===== src/rtl/wb_arbiter_pkg.sv =====
// Shared Wishbone field widths, arbiter state encodings and a one-hot helper
// used by the wb_arbiter slice.
package wb_arbiter_pkg;

    localparam int ADR_W = 32;
    localparam int DAT_W = 32;
    localparam int SEL_W = 4;

    localparam int WB_TIMEOUT_DEFAULT = 255;

    localparam logic [0:0] ST_IDLE = 1'b0;
    localparam logic [0:0] ST_BUSY = 1'b1;

    // One-hot (up to 8 masters) to binary index; zero when nothing is set.
    function automatic logic [2:0] oh2idx(input logic [7:0] oh);
        logic [2:0] idx;
        idx = '0;
        for (int unsigned i = 0; i < 8; i++) begin
            if (oh[i]) idx = 3'(i);
        end
        return idx;
    endfunction

endpackage


===== src/rtl/wb_arbiter_rr_pick.sv =====
// Combinational round-robin priority encoder: first set request at or above
// ptr (with wrap) wins, reported one-hot.
module rr_pick #(
    parameter int N  = 2,
    parameter int PW = $clog2(N)
) (
    input  logic [N-1:0]  req,
    input  logic [PW-1:0] ptr,
    output logic [N-1:0]  gnt,
    output logic          valid
);

    logic [PW-1:0] idx;

    always_comb begin
        gnt   = '0;
        valid = 1'b0;
        idx   = '0;
        for (int unsigned i = 0; i < N; i++) begin
            idx = PW'((32'(ptr) + i) % N);
            if (!valid && req[idx]) begin
                gnt[idx] = 1'b1;
                valid    = 1'b1;
            end
        end
    end

endmodule


===== src/rtl/wb_arbiter.sv =====
// Round-robin Wishbone classic arbiter: one owner per cyc tenure, with a
// watchdog that terminates stalled strobes with err.
module wb_arbiter
    import wb_arbiter_pkg::*;
#(
    parameter int NUM_MASTERS = 2,
    parameter int TIMEOUT     = WB_TIMEOUT_DEFAULT
) (
    input  logic                           clk_i,
    input  logic                           rst_ni,
    input  logic [NUM_MASTERS-1:0]         m_cyc_i,
    input  logic [NUM_MASTERS-1:0]         m_stb_i,
    input  logic [NUM_MASTERS-1:0]         m_we_i,
    input  logic [ADR_W*NUM_MASTERS-1:0]   m_adr_i,
    input  logic [DAT_W*NUM_MASTERS-1:0]   m_dat_i,
    input  logic [SEL_W*NUM_MASTERS-1:0]   m_sel_i,
    output logic [DAT_W-1:0]               m_dat_o,
    output logic [NUM_MASTERS-1:0]         m_ack_o,
    output logic [NUM_MASTERS-1:0]         m_err_o,
    output logic [NUM_MASTERS-1:0]         m_rty_o,
    output logic                           s_cyc_o,
    output logic                           s_stb_o,
    output logic                           s_we_o,
    output logic [ADR_W-1:0]               s_adr_o,
    output logic [DAT_W-1:0]               s_dat_o,
    output logic [SEL_W-1:0]               s_sel_o,
    input  logic [DAT_W-1:0]               s_dat_i,
    input  logic                           s_ack_i,
    input  logic                           s_err_i,
    input  logic                           s_rty_i,
    output logic [NUM_MASTERS-1:0]         grant_o
);

    localparam int PTR_W = $clog2(NUM_MASTERS);
    localparam int CNT_W = (TIMEOUT > 0) ? $clog2(TIMEOUT + 1) : 1;
    localparam bit WD_EN = (TIMEOUT > 0);

    logic [0:0]             state;
    logic [NUM_MASTERS-1:0] grant;
    logic [NUM_MASTERS-1:0] pick_gnt;
    logic                   pick_valid;
    logic [PTR_W-1:0]       rr_ptr;
    logic [PTR_W-1:0]       next_ptr;
    logic [2:0]             pick_idx;
    logic [CNT_W-1:0]       wd_cnt;

    logic                   own_cyc;
    logic                   own_stb;
    logic                   own_we;
    logic [ADR_W-1:0]       own_adr;
    logic [DAT_W-1:0]       own_dat;
    logic [SEL_W-1:0]       own_sel;
    logic                   slave_term;
    logic                   wd_fire;

    rr_pick #(
        .N  (NUM_MASTERS),
        .PW (PTR_W)
    ) u_rr_pick (
        .req   (m_cyc_i),
        .ptr   (rr_ptr),
        .gnt   (pick_gnt),
        .valid (pick_valid)
    );

    always_comb begin
        pick_idx = oh2idx(8'(pick_gnt));
        if (pick_idx == 3'(NUM_MASTERS - 1)) next_ptr = '0;
        else                                 next_ptr = PTR_W'(pick_idx + 3'd1);
    end

    // grant is all-zero outside BUSY, so the owner mux alone idles the slave side.
    always_comb begin
        own_cyc = 1'b0;
        own_stb = 1'b0;
        own_we  = 1'b0;
        own_adr = '0;
        own_dat = '0;
        own_sel = '0;
        for (int unsigned k = 0; k < NUM_MASTERS; k++) begin
            if (grant[k]) begin
                own_cyc = m_cyc_i[k];
                own_stb = m_stb_i[k];
                own_we  = m_we_i[k];
                own_adr = m_adr_i[k*ADR_W +: ADR_W];
                own_dat = m_dat_i[k*DAT_W +: DAT_W];
                own_sel = m_sel_i[k*SEL_W +: SEL_W];
            end
        end
    end

    assign slave_term = s_ack_i | s_err_i | s_rty_i;
    // A real slave termination on the timeout cycle suppresses the injected err.
    assign wd_fire    = WD_EN && (state == ST_BUSY) && (wd_cnt == CNT_W'(TIMEOUT))
                        && own_cyc && own_stb && !slave_term;

    assign s_cyc_o = own_cyc;
    assign s_stb_o = own_stb & ~wd_fire;
    assign s_we_o  = own_we;
    assign s_adr_o = own_adr;
    assign s_dat_o = own_dat;
    assign s_sel_o = own_sel;
    assign m_dat_o = s_dat_i;
    assign m_ack_o = grant & {NUM_MASTERS{s_ack_i}};
    assign m_err_o = grant & {NUM_MASTERS{s_err_i | wd_fire}};
    assign m_rty_o = grant & {NUM_MASTERS{s_rty_i}};
    assign grant_o = grant;

    always_ff @(posedge clk_i or negedge rst_ni) begin
        if (!rst_ni) begin
            state  <= ST_IDLE;
            grant  <= '0;
            rr_ptr <= '0;
        end else if (state == ST_IDLE) begin
            if (pick_valid) begin
                state  <= ST_BUSY;
                grant  <= pick_gnt;
                rr_ptr <= next_ptr;
            end
        end else if (!own_cyc) begin
            state <= ST_IDLE;
            grant <= '0;
        end
    end

    always_ff @(posedge clk_i or negedge rst_ni) begin
        if (!rst_ni) begin
            wd_cnt <= '0;
        end else if (!WD_EN || state != ST_BUSY || !own_cyc || !s_stb_o || slave_term) begin
            wd_cnt <= '0;
        end else begin
            wd_cnt <= wd_cnt + 1'b1;
        end
    end

endmodule


===== config.mk =====
export PLATFORM = sky130hd
export DESIGN_NAME = wb_arbiter
export DESIGN_NICKNAME = d
export VERILOG_FILES = /design/src/rtl/wb_arbiter_pkg.sv /design/src/rtl/wb_arbiter_rr_pick.sv /design/src/rtl/wb_arbiter.sv
export SDC_FILE = /design/constraint.sdc
export NUM_CORES = 1
export LEC_CHECK = 0
export BUFFER_PORTS_ARGS = -buffer_cell sky130_fd_sc_hd__buf_2
export CAP_MARGIN = 20
export CELL_PAD_IN_SITES_DETAIL_PLACEMENT = 2
export CELL_PAD_IN_SITES_GLOBAL_PLACEMENT = 2
export CORE_MARGIN = 2
export CORE_UTILIZATION = 11
export DETAILED_ROUTE_END_ITERATION = 8
export PLACE_DENSITY = 0.83
export SYNTH_ARGS = -nofsm -noshare
export SYNTH_HDL_FRONTEND = slang
export SYNTH_SLANG_ARGS = --single-unit

===== constraint.sdc =====
create_clock -name clk_i -period 2.4 [get_ports clk_i]
set_input_delay 0.48 -clock clk_i [delete_from_list [all_inputs] [get_ports clk_i]]
set_output_delay 0.48 -clock clk_i [all_outputs]
set_load 0.01 [all_outputs]

# After elaboration in Yosys (flattened, before gate mapping)
# Cells that the tools add are included.
[totals]
out_inout_bits = 111
regBits = 12
in_bits = 179
[classes]
n_reduce_logical = 17
n_eq_ne = 3
n_bitwise = 10
mux = 33
add_sub_neg = 3
order_cmp = 4
[op_table]
columns = ["cell", "count"]
rows = [
  ["$mux 32", 4],
  ["$mux 1", 19],
  ["$mux 2", 5],
  ["$add 8x1->8 const B", 1],
  ["$eq 8x8->1 const B", 1],
  ["$mux 4", 2],
  ["$mux 8", 1],
  ["$logic_and 1x1->1", 7],
  ["$and 2x2->2", 3],
  ["$logic_not 1->1", 4],
  ["$lt 1x2->1 const B", 2],
  ["$reduce_and 2->1", 2],
  ["$eq 3x1->1 const B", 1],
  ["$logic_or 1x1->1", 3],
  ["$or 1x1->1", 3],
  ["$add 1x1->1 const B", 2],
  ["$demux 1 s1", 2],
  ["$ge 1x1->1 const B", 2],
  ["$ne 2x2->1 const B", 1],
  ["$not 1->1", 2],
  ["$or 2x2->2", 1],
  ["$reduce_bool 2->1", 1],
  ["$and 1x1->1", 1],
]

# Logic depth before layout (Yosys ltp)
# Gate-level depths: netlist of run 1.
[depth]
word_depth = 11
mapped_depth = 5
depth_no_buf = 4

# By module
# A second synthesis of run 1 with hierarchy kept.
[unflattened]
hier_cells = 198
area_unflattened_um2 = 1691.6
[by_module_without_submodules]
columns = ["module", "cells_per_inst", "instances", "seq_area_each_um2", "area_each_um2"]
rows = [
  ["wb_arbiter", 194, 1, 300.3, 1666.6],
  ["rr_pick", 4, 1, 0.0, 25.0],
]

# Least setup slack after synthesis of run 1
# Ideal clock, no wire load.
[synth_timing]
path_kind = "reg2out"
startpoint = "register grant[1] (netlist: grant_o[1])"
endpoint = "output m_err_o[1]"
arrival_ns = 1.643
path_slack_ns = 0.277
stages_incl_launch_ff = 6
cell_sequence = "dfrtp_1 > buf_6 > nand3b_4 > a2111o_1 > buf_6 > o31ai_1"
[synth_via]
elab_chain_cells = 6
[synth_lines]
columns = ["item", "line", "text"]
rows = [
  ["from (decl)", "wb_arbiter.sv:39", "logic [NUM_MASTERS-1:0] grant;"],
  ["from (signal assigned)", "wb_arbiter.sv:117", "grant <= pick_gnt;"],
  ["$mux 1", "wb_arbiter.sv:81", "if (grant[k]) begin"],
  ["$logic_and 1x1->1 (3 in series)", "wb_arbiter.sv:95", "&& own_cyc && own_stb && !slave_term;"],
  ["$or 1x1->1", "wb_arbiter.sv:105", "assign m_err_o = grant & {NUM_MASTERS{s_err_i | wd_fire}};"],
  ["$and 2x2->2 *", "wb_arbiter.sv:105", ""],
  ["to (decl)", "wb_arbiter.sv:19", "output logic [NUM_MASTERS-1:0] m_err_o,"],
]
# Every way passes the cells marked *; elsewhere a longest branch is shown, timed or not.

# Worst setup path after layout of run 1
[layout_timing]
startpoint = "register wd_cnt[0]"
endpoint = "output m_err_o[0]"
[layout_via]
elab_chain_cells = 7
[layout_lines]
columns = ["item", "line", "text"]
rows = [
  ["from (decl)", "wb_arbiter.sv:45", "logic [CNT_W-1:0] wd_cnt;"],
  ["from (signal assigned)", "wb_arbiter.sv:132", "wd_cnt <= wd_cnt + 1'b1;"],
  ["$eq 8x8->1", "wb_arbiter.sv:94", "assign wd_fire = WD_EN && (state == ST_BUSY) && (wd_cnt == CNT_W'(TIMEOUT))"],
  ["$logic_and 1x1->1", "wb_arbiter.sv:94", ""],
  ["$logic_and 1x1->1 (3 in series)", "wb_arbiter.sv:95", ""],
  ["$or 1x1->1", "wb_arbiter.sv:105", ""],
  ["$and 2x2->2", "wb_arbiter.sv:105", ""],
]
# Every way passes these cells.

==> results of run 1 <==
[metal layers]
| layer | wire length [um] | global-route usage (%) |
|---|---|---|
| met3 | 641 | 2.09 |
| met4 | 108 | 2.65 |
| met2 | 5230 | 20.1 |
| met1 | 4200 | 13.8 |
| met5 | 0 | 0 |
[power by group]
| group | internal, mW | switching [mW] | total [mW] |
|---|---|---|---|
| Clock | 0.252 | 0.0918 | 0.344 |
| Combinational | 0.948 | 1.15 | 2.09 |
| Sequential | 0.238 | 0.0517 | 0.289 |
[placed cells by master (no fill, tap or decap), types with 2 or more instances in the layout]
| cell | n |
|---|---|
| sky130_fd_sc_hd__a2111oi_2 | 2 |
| sky130_fd_sc_hd__a22o_1 | 68 |
| sky130_fd_sc_hd__a31oi_1 | 2 |
| sky130_fd_sc_hd__and2_1 | 2 |
| sky130_fd_sc_hd__and2_2 | 2 |
| sky130_fd_sc_hd__buf_2 | 225 |
| sky130_fd_sc_hd__buf_4 | 6 |
| sky130_fd_sc_hd__clkbuf_16 | 3 |
| sky130_fd_sc_hd__dfrtp_1 | 11 |
| sky130_fd_sc_hd__inv_1 | 4 |
| sky130_fd_sc_hd__nand2_1 | 11 |
| sky130_fd_sc_hd__nand3_1 | 3 |
| sky130_fd_sc_hd__nand4_1 | 2 |
| sky130_fd_sc_hd__nor2b_1 | 2 |
| sky130_fd_sc_hd__nor4_1 | 4 |
| sky130_fd_sc_hd__o21ai_0 | 4 |
| sky130_fd_sc_hd__o2bb2ai_1 | 2 |
| sky130_fd_sc_hd__or3_1 | 3 |
| sky130_fd_sc_hd__xnor2_1 | 2 |
[cells by family after synthesis]
kind of cell,synth area share (%)
AOI/OAI and AO/OA,44.8
buffers and inverters,21.0
and+or+nand+nor,13.4
DFF,17.8
xor gates and xnor gates,1.56
muxes,0.595
adders and majority gates,0.743
[state kept, by name, indices dropped and copies added, names as in the netlist]
name     flops
wd_cnt       8
grant_o      2
rr_ptr       1
state        1
[worst min path at each step]
stage / endpoint / start / slack [ns]
after CTS: wd_cnt[2] / rst_ni / 0.12
after detailed placement: wd_cnt[2] / rst_ni / 0.38
after global placement: wd_cnt[2] / rst_ni / 0.37
after floorplan: grant_o[0] / rst_ni / 0.18
final: wd_cnt[2] / rst_ni / 0.12
after global routing: wd_cnt[2] / rst_ni / 0.13
[final cells by class]
class | instances | area [um2] | area share (%)
antenna | 1 | 2.50 | 0.0867
clock buffer | 4 | 88.8 | 3.08
inverter | 4 | 15.0 | 0.520
multi-input combinational | 128 | 1040 | 36.1
sequential | 12 | 302 | 10.4
tap | 188 | 235 | 8.15
timing repair buffer | 233 | 1200 | 41.7
[critical path, stage by stage, from the launching register on]
cell and delay (ns):
sky130_fd_sc_hd__dfrtp_1 0.40, sky130_fd_sc_hd__ha_1 0.23, sky130_fd_sc_hd__nand3_2 0.14, sky130_fd_sc_hd__or2_2 0.37, sky130_fd_sc_hd__o41ai_4 0.27, sky130_fd_sc_hd__buf_2 0.17
[stage by stage]
step	setup WS, ns	area (um2)
5_1_grt	0.00555	2880
2_1_floorplan	0.277	1680
4_1_cts	0.0180	2860
3_3_place_gp	0.216	2760
6_report	0.102	2890
3_5_place_dp	0.194	2760
[timing repair]
item	in CTS	in global routing
pin swaps	0	1
gates resized for setup	1	1
endpoints found under the setup margin	11	1
setup buffers	0	3
==> metrics.log, run 1 <==
[metrics] result of the run: complete, no violations
[metrics] detailed-route vias per instance: slightly above 4
[metrics] max-slew violation count: 0
[metrics] minimum hold slack: 0.121 ns
[metrics] total core area: 15100 um2
[metrics] Vert. Die Dim: between 100 and 150 um
[metrics] Rel. slew slack: 44.7%
[metrics] detailed-router iteration count before antenna repair: 4
[metrics] max-cap viol count: 0
[metrics] total via count after detailed routing: between 2000 and 2500
[metrics] relative area change from synthesis to final layout: 71.5%
[metrics] detailed-placement wirelength estimate: 8470 um
[metrics] Clock transition at path regs: 0.04 ns
[metrics] number of endpoints with negative hold slack in the final report: 0
[metrics] maximum number of buffers from clock root to sink: 2
[metrics] cell chosen for the clock root: sky130_fd_sc_hd__clkbuf_16
[metrics] Filler Cells Inserted: 1822
[metrics] flip-flop and latch count after synthesis: 12
[metrics] Reg2Reg Setup Slack: 0.45 ns
[metrics] core utilization of the finished layout: between 10% and 20%
[metrics] number of antenna violations at the first check in global routing: 4
[metrics] Worst Hold Class: in -> async
[metrics] total power of the final layout: ~2.7 mW
[metrics] synthesized instance count: approximately 190
[metrics] beginning of the worst register-to-register path: grant_o[1]
[metrics] endpoint of the worst register-to-register path: wd_cnt[7]
[metrics] TritonCTS clock tree: built
[metrics] post-route non-filler standard cell count: 570
[metrics] WL per Instance: roughly 18 um
[metrics] count of buffers from port buffering: around 230
[metrics] highest attainable clock frequency: about 0.44 GHz
[metrics] worst path arrival time: between 1.5 and 2 ns
[metrics] post-synthesis sequential area ratio: between 10% and 20%
[metrics] Reg2Reg Depth: 5
[metrics] required time reported for the critical path endpoint: 1.92 ns
[metrics] global placer's final weighted congestion: roughly 0.80
[metrics] count of clock tree sinks: 12
[metrics] Inst Count DP: ~560
[metrics] Worst setup endpoint: m_err_o[0]
[metrics] die boundary width: between 100 and 150 um
[metrics] endpoint kind of the worst setup timing path: output pin
[metrics] Fin Setup TNS: 0 ns
[metrics] final critical-path required period: between 2 and 2.5 ns
[metrics] critical path start-end classification: reg -> out
[metrics] actual transition at the worst max-transition pin: roughly 0.83 ns
[metrics] layout cells sized above 1: around 65%
[metrics] top cells by area in the synthesized netlist: sky130_fd_sc_hd__a22o_1 35%, sky130_fd_sc_hd__dfrtp_1 18%, sky130_fd_sc_hd__buf_4 14%
[metrics] launch point of the critical path: wd_cnt[0]
[metrics] most instantiated library cell after synthesis: sky130_fd_sc_hd__a22o_1
[metrics] area of the die: 16300 um2
[metrics] power density normalized to cell area: around 950 nW/um2
[metrics] cell leakage power: 1.61 nW
[metrics] netlist area before placement: around 1700 um2
[metrics] post-synthesis net count: about 370
[metrics] top_reg_cell synth: sky130_fd_sc_hd__dfrtp_1
[metrics] critical path startpoint category: flip-flop
[metrics] final worst clock skew: between 0.001 and 0.0015 ns
[metrics] YS warnings: 0
[metrics] global-route wire length before repair: roughly 14000 um
[metrics] initial core utilization: 11.2%
[metrics] average cell area after synthesis: between 8 and 9 um2
[metrics] Peak VDD IR: 0.269 mV
[metrics] top post-synthesis cells by count: 68 x sky130_fd_sc_hd__a22o_1, 32 x sky130_fd_sc_hd__buf_4, 12 x sky130_fd_sc_hd__dfrtp_1
[metrics] sum of overflow across all layers after global routing: 0
[metrics] setup repair after global routing missed its margin: false
[metrics] net count reported at finish: roughly 560
[metrics] async set-or-reset flop fraction in the synthesized netlist: between 90% and 100%
[metrics] via count of the first global-routing pass: about 2500
[metrics] boundary pin count: 290
[metrics] number of DRC violations after detailed-routing iteration 0: 65
[metrics] number of design rule violations left after detail routing: 0
[metrics] setup violation total in the final timing report: 0
[metrics] wire length reported by the detailed router: slightly above 10000 um
[metrics] cts bufs inserted: 3
[metrics] number of synthesized flops with an enable pin: 0
[metrics] number of buffers added to fix hold violations after cts: 0
[metrics] maximum number of pins on one net before global-route repair: 69
[metrics] library cell occupying the most area in the post-synthesis netlist: sky130_fd_sc_hd__a22o_1
[metrics] number of distinct library cells after synthesis: 38
[metrics] fraction of post-synthesis cell area in the top cell type by area: between 30% and 40%
[metrics] row cnt: 45
[metrics] clock latency of the later-clocked register in the worst-skew pair: roughly 0.24 ns
[metrics] deepest level of the CTS H-tree: 1
[metrics] All-Layer GR Usage: between 10% and 20%
[metrics] Period Utilization, post-route: a little over nine tenths
[metrics] critical path peak fanout: 5
[metrics] antenna viol nets, final: 0
No activity file was read; power rests on OpenSTA's default activity.
==> inputs of run 2 (changes only) <==
- BUFFER_PORTS_ARGS: -buffer_cell sky130_fd_sc_hd__buf_2 -> default
- CORE_AREA: default -> 2 2 114 116
- CORE_MARGIN: 2 -> default
- CORE_UTILIZATION: 11 -> default
- DIE_AREA: default -> 0 0 116 118
- DONT_BUFFER_PORTS: default -> 1
- MAX_ROUTING_LAYER: default -> met4
- PLACE_DENSITY: 0.83 -> 0.5
- clock period: 2.4 -> 2.8 ns (I/O delays scaled with it)
==> metrics.log, run 2 (synthesis results as in run 1) <==
[metrics] setup violation total in the final timing report: 0
[metrics] post-CTS setup-driven buffer insertion count: 0
[metrics] met1 routing resource usage after global routing: between 10% and 20%
[metrics] final critical-path required period: 2.55 ns
[metrics] final cell area excluding filler cells: about 1700 um2
[metrics] count of buffers from port buffering: 0
[metrics] post-route non-filler standard cell count: 327
[metrics] cell chosen for the clock root: sky130_fd_sc_hd__clkbuf_16
[metrics] wire length reported by the detailed router: ~7000 um
[metrics] initial core utilization: a little over an eighth
[metrics] layout cells sized above 1: about an eighth
[metrics] relative area change from synthesis to final layout: 1.12%
[metrics] fraction of power spent switching nets: 53.4%
[metrics] Rel. slew slack: around 50%
[metrics] number of antenna violations at the first check in global routing: 0
[metrics] Fin Setup TNS: 0 ns
[metrics] critical path peak fanout: 11
[metrics] grt peak-use layer: met2
[metrics] most frequent cells in the layout: 68 x sky130_fd_sc_hd__a22o_1, 11 x sky130_fd_sc_hd__nand2_1, 11 x sky130_fd_sc_hd__dfrtp_1
[metrics] number of DRC violations after detailed-routing iteration 0: 60
[metrics] Gates resized, CTS repair: 0
[metrics] setup slack after placement: between 0.4 and 0.5 ns
[metrics] critical path startpoint category: flip-flop
[metrics] sum of overflow across all layers after global routing: 0
[metrics] net switching power of the design: roughly 0.95 mW
[metrics] Filler Cells Inserted: around 1500
[metrics] net count reported at finish: 336
[metrics] clock network power share: 15.0%
[metrics] cts bufs inserted: 3
[metrics] number of endpoints with negative hold slack in the final report: 0
[metrics] result of the run: complete, no violations
[metrics] total power of the final layout: ~1.8 mW
[metrics] Period Utilization, post-route: about nine tenths
[metrics] actual transition at the worst max-transition pin: 0.768 ns
[metrics] Clock transition at path regs: roughly 0.040 ns
[metrics] most common library cell in the layout ignoring fill and taps: sky130_fd_sc_hd__a22o_1
[metrics] boundary pin count: 290
[metrics] max-cap viol count: 0
[metrics] # diodes: 0
[metrics] detailed-router iteration count before antenna repair: 4
[metrics] max-slew violation count: 0
[metrics] combinational share of power: 71.5%
[metrics] register with the most flip-flops: wd_cnt
[metrics] area taken by flip-flops and latches: 302 um2
[metrics] maximum number of buffers from clock root to sink: 2
[metrics] TritonCTS clock tree: built
[metrics] core utilization of the finished layout: between 10 and 15%
[metrics] via count of the first global-routing pass: between 1500 and 2000
[metrics] antenna viol nets, final: 0
[metrics] Peak VDD IR: about 0.24 mV
[metrics] row cnt: roughly 40
[metrics] number of design rule violations left after detail routing: 0
[metrics] detailed-placement wirelength estimate: 5970 um
[metrics] fin worst setup slack: roughly 0.25 ns
[metrics] global placer's final weighted congestion: about 0.78
[metrics] All-Layer GR Usage: about a tenth
[metrics] die boundary width: about 120 um
[metrics] cell leakage power: about 0.64 nW
[metrics] area post-placement: roughly 1600 um2
[metrics] Int Pwr: 0.826 mW
[metrics] deepest level of the CTS H-tree: 1
[metrics] area of the die: ~14000 um2
[metrics] worst path arrival time: between 1.5 and 2 ns
[metrics] met2 Usage GRT: between 10% and 20%
[metrics] multi-input gate area in the final layout: between 1000 and 1500 um2
[metrics] Worst Hold Class: in -> reg
[metrics] total core area: around 12000 um2
[metrics] power share of the sequential group: between 10% and 20%
[metrics] required time reported for the critical path endpoint: ~2.2 ns
[metrics] final worst clock skew: 0.00251 ns
[metrics] critical path start-end classification: reg -> out
[metrics] highest attainable clock frequency: 0.393 GHz
[metrics] minimum hold slack: 0.382 ns
[metrics] detailed-route vias per instance: ~4.8
[metrics] maximum number of pins on one net before global-route repair: 49
[metrics] power density normalized to cell area: around 1000 nW/um2
[metrics] number of flip-flops under the largest register name: 8
[metrics] Inst Count DP: roughly 320
[metrics] GR Layer Usage met3: 1.49%
[metrics] global-route wire length before repair: 9510 um
[metrics] count of clock tree sinks: 12
[metrics] WL per Instance: approximately 22 um
[metrics] Vert. Die Dim: ~120 um
[metrics] setup repair after global routing missed its margin: false
[metrics] endpoint kind of the worst setup timing path: output pin
[metrics] clock latency of the later-clocked register in the worst-skew pair: between 0.2 and 0.25 ns
[metrics] total via count after detailed routing: 1561
## run 2: changes by cell type in the layout (fill, tap and decap cells not counted), sizes merged
cell	before	now
dlygate4sd3	0	1
diode	1	0
buf	233	6
## run 2: cell type report
type / count / area share (%)
inverter: 4 / 0.882
clock buffer: 4 / 4.63
multi-input combinational: 128 / 60.9
sequential: 12 / 17.7
tap: 172 / 12.6
timing repair buffer: 7 / 3.24
## run 2: power groups by stage
stage	sequential, mW	combinational [mW]	clock (mW)
after floorplan	0.244	1.10	0
after global placement	0.238	1.28	0
final	0.238	1.27	0.266
after detailed placement	0.240	1.28	0
after global routing	0.241	1.39	0.290
after CTS	0.238	1.28	0.281
## run 2: final timing paths
| check | start | end | slack [ns] | cells past startpoint |
|---|---|---|---|---|
| worst max-delay path | grant_o[1] | m_err_o[1] | 0.25 | 4 |
| worst min-delay path | s_err_i | wd_cnt[1] | 0.38 | 1 |
| worst max register to register | grant_o[1] | wd_cnt[7] | 0.97 | 3 |
| worst min register to register | wd_cnt[0] | wd_cnt[0] | 0.50 | 1 |
| max in group asynchronous | rst_ni | grant_o[1] | 1.62 | 1 |
| min in group asynchronous | rst_ni | state | 0.76 | 1 |
## run 2: what timing repair did
item,in CTS,in global routing
hold endpoints to repair,0,12
setup endpoints to repair,0,0
hold buffers,0,1
## run 2: layer usage
layer,up-vias,wire length (um)
met5,-,0
met4,0,59
met3,10,625
met2,149,3530
met1,752,2840
li1,650,-
## run 2: worst max-delay path, cell delays in order (launching register included)
cell and delay [ns]:
sky130_fd_sc_hd__dfrtp_2 0.42, sky130_fd_sc_hd__nand3b_4 0.17, sky130_fd_sc_hd__a2111o_1 0.64, sky130_fd_sc_hd__o31ai_1 0.34, sky130_fd_sc_hd__buf_4 0.17
==> inputs of run 3 (changes only) <==
- PLACE_DENSITY: 0.5 -> 0.53
==> metrics.log, run 3 (synthesis results as in run 1) <==
[metrics] result of the run: complete, no violations
[metrics] number of design rule violations left after detail routing: 0
[metrics] detailed-route vias per instance: between 4 and 5
[metrics] highest attainable clock frequency: 0.396 GHz
[metrics] post-route non-filler standard cell count: 324
[metrics] worst path arrival time: between 1.5 and 2 ns
[metrics] max-cap viol count: 0
[metrics] # diodes: 0
[metrics] relative area change from synthesis to final layout: 0.520%
[metrics] cts bufs inserted: 3
[metrics] cell leakage power: 0.628 nW
[metrics] Reg2Reg Setup Slack: approximately 0.95 ns
[metrics] most frequent cells in the layout: 68 x sky130_fd_sc_hd__a22o_1, 11 x sky130_fd_sc_hd__nand2_1, 11 x sky130_fd_sc_hd__dfrtp_1
[metrics] number of flip-flops under the largest register name: 8
[metrics] area of the die: approximately 14000 um2
[metrics] multi-input gate area in the final layout: between 1000 and 1500 um2
[metrics] via count of the first global-routing pass: roughly 1500
[metrics] max-slew violation count: 0
[metrics] beginning of the worst register-to-register path: grant_o[0]
[metrics] maximum number of pins on one net before global-route repair: between 70 and 80
[metrics] maximum number of buffers from clock root to sink: 2
[metrics] Period Utilization, post-route: 90.3%
[metrics] Filler Cells Inserted: between 1000 and 1500
[metrics] detailed-placement wirelength estimate: 5230 um
[metrics] Int Pwr: a little over 0.8 mW
[metrics] endpoint of the worst register-to-register path: wd_cnt[7]
[metrics] row cnt: 41
[metrics] Clock transition at path regs: roughly 0.050 ns
[metrics] count of clock tree sinks: 12
[metrics] slowest stage delay, CP: about 0.57 ns
[metrics] critical path startpoint category: flip-flop
[metrics] actual transition at the worst max-transition pin: ~0.8 ns
[metrics] detailed-router iteration count before antenna repair: 4
[metrics] area taken by flip-flops and latches: just over 300 um2
[metrics] Vert. Die Dim: around 120 um
[metrics] clock network power share: ~16%
[metrics] most common library cell in the layout ignoring fill and taps: sky130_fd_sc_hd__a22o_1
[metrics] required time reported for the critical path endpoint: between 2 and 2.5 ns
[metrics] initial core utilization: a little over an eighth
[metrics] count of buffers from port buffering: 0
[metrics] Inst Count DP: between 300 and 400
[metrics] Critical Path, Cell by Cell: nand3b_4 -> a2111o_1 -> buf_4 -> o31a_1
[metrics] clock latency of the later-clocked register in the worst-skew pair: 0.24 ns
[metrics] total core area: 12400 um2
[metrics] combinational share of power: between 60% and 70%
[metrics] setup violation total in the final timing report: 0
[metrics] global placer's final weighted congestion: roughly 0.70
[metrics] Reg2Reg Depth: 4
[metrics] number of antenna violations at the first check in global routing: 0
[metrics] setup slack after placement: 0.505 ns
[metrics] number of DRC violations after detailed-routing iteration 0: 51
[metrics] endpoint kind of the worst setup timing path: output pin
[metrics] Fin Setup TNS: 0 ns
[metrics] critical path start-end classification: reg -> out
[metrics] cell chosen for the clock root: sky130_fd_sc_hd__clkbuf_16
[metrics] Gates resized, CTS repair: 0
[metrics] boundary pin count: just under 300
[metrics] number of endpoints with negative hold slack in the final report: 0
[metrics] die boundary width: between 100 and 150 um
[metrics] Peak VDD IR: about 0.24 mV
[metrics] final worst clock skew: around 0.0024 ns
[metrics] final critical-path required period: around 2.5 ns
[metrics] layout cells sized above 1: a little over a tenth
[metrics] All-Layer GR Usage: between 8 and 9%
[metrics] net switching power of the design: just over 0.9 mW
[metrics] fraction of power spent switching nets: 52.7%
[metrics] net count reported at finish: between 300 and 400
[metrics] Worst Hold Class: in -> async
[metrics] Rel. slew slack: 47.5%
[metrics] fin worst setup slack: between 0.2 and 0.3 ns
[metrics] critical path peak fanout: 9
[metrics] WL per Instance: between 15 and 20 um
[metrics] power density normalized to cell area: 1020 nW/um2
[metrics] TritonCTS clock tree: built
[metrics] power share of the sequential group: 15.2%
[metrics] deepest level of the CTS H-tree: 1
[metrics] register with the most flip-flops: wd_cnt
[metrics] crit path max-delay cell type: sky130_fd_sc_hd__dfrtp_1
[metrics] total via count after detailed routing: between 1500 and 2000
[metrics] antenna viol nets, final: 0
[metrics] wire length reported by the detailed router: 6470 um
[metrics] setup repair after global routing missed its margin: false
[metrics] sum of overflow across all layers after global routing: 0
[metrics] global-route wire length before repair: between 8000 and 9000 um
## run 3: changes by cell type in the layout (fill, tap and decap cells not counted)
cell,delta
sky130_fd_sc_hd__buf_12,+1
sky130_fd_sc_hd__buf_4,-4
## run 3: worst max-delay path by stage
stage / from / end
5_1_grt: grant_o[0] / s_stb_o
3_3_place_gp: grant_o[0] / s_stb_o
3_5_place_dp: grant_o[0] / s_stb_o
2_1_floorplan: grant_o[1] / m_err_o[1]
6_report: grant_o[0] / s_stb_o
4_1_cts: grant_o[0] / s_stb_o
## run 3: layout make-up
| class | count | share of cell area, % |
|---|---|---|
| flip-flops and latches | 12 | 17.8 |
| clock buffers | 4 | 4.66 |
| multi-input cells | 128 | 61.2 |
| repair buffers | 4 | 2.66 |
| inverters | 4 | 0.888 |
| well taps | 172 | 12.7 |
## run 3: worst max-delay path, delay by kind of cell, from the launching register on
family	cells	cell delay [ns]
AO/OA/AOI/OAI	2	0.83
buffers and inverters	1	0.21
flip-flops	1	0.57
AND/OR/NAND/NOR	1	0.12
## run 3: per-layer routing
layer	track usage (%)	vias up	wire length, um
li1	-	644	-
met1	10.4	745	2590
met2	14.4	133	3270
met3	1.85	6	578
met4	1.64	0	35
met5	-	-	0
## run 3: power groups by stage
stage / clock [mW] / sequential, mW / combinational [mW]
floorplan: 0 / 0.244 / 1.10
global placement: 0 / 0.263 / 1.19
detailed placement: 0 / 0.267 / 1.20
CTS: 0.290 / 0.263 / 1.21
global route: 0.297 / 0.270 / 1.29
finish: 0.275 / 0.262 / 1.19
## run 3: what timing repair did
action | CTS | global route
buffers inserted | 0 | 0
endpoints found under the hold margin | 0 | 7
hold buffers | 0 | 1
## run 3: stage by stage
stage	hold WS (ns)	instance area, um2	utilization, %	power, mW
after floorplan	0.264	1680	-	1.34
after detailed placement	0.265	1600	12.9	1.47
after global routing	0.000137	1690	13.6	1.86
final	0.0116	1690	13.6	1.73
after global placement	0.265	1600	12.9	1.45
after CTS	0.000549	1680	13.5	1.76
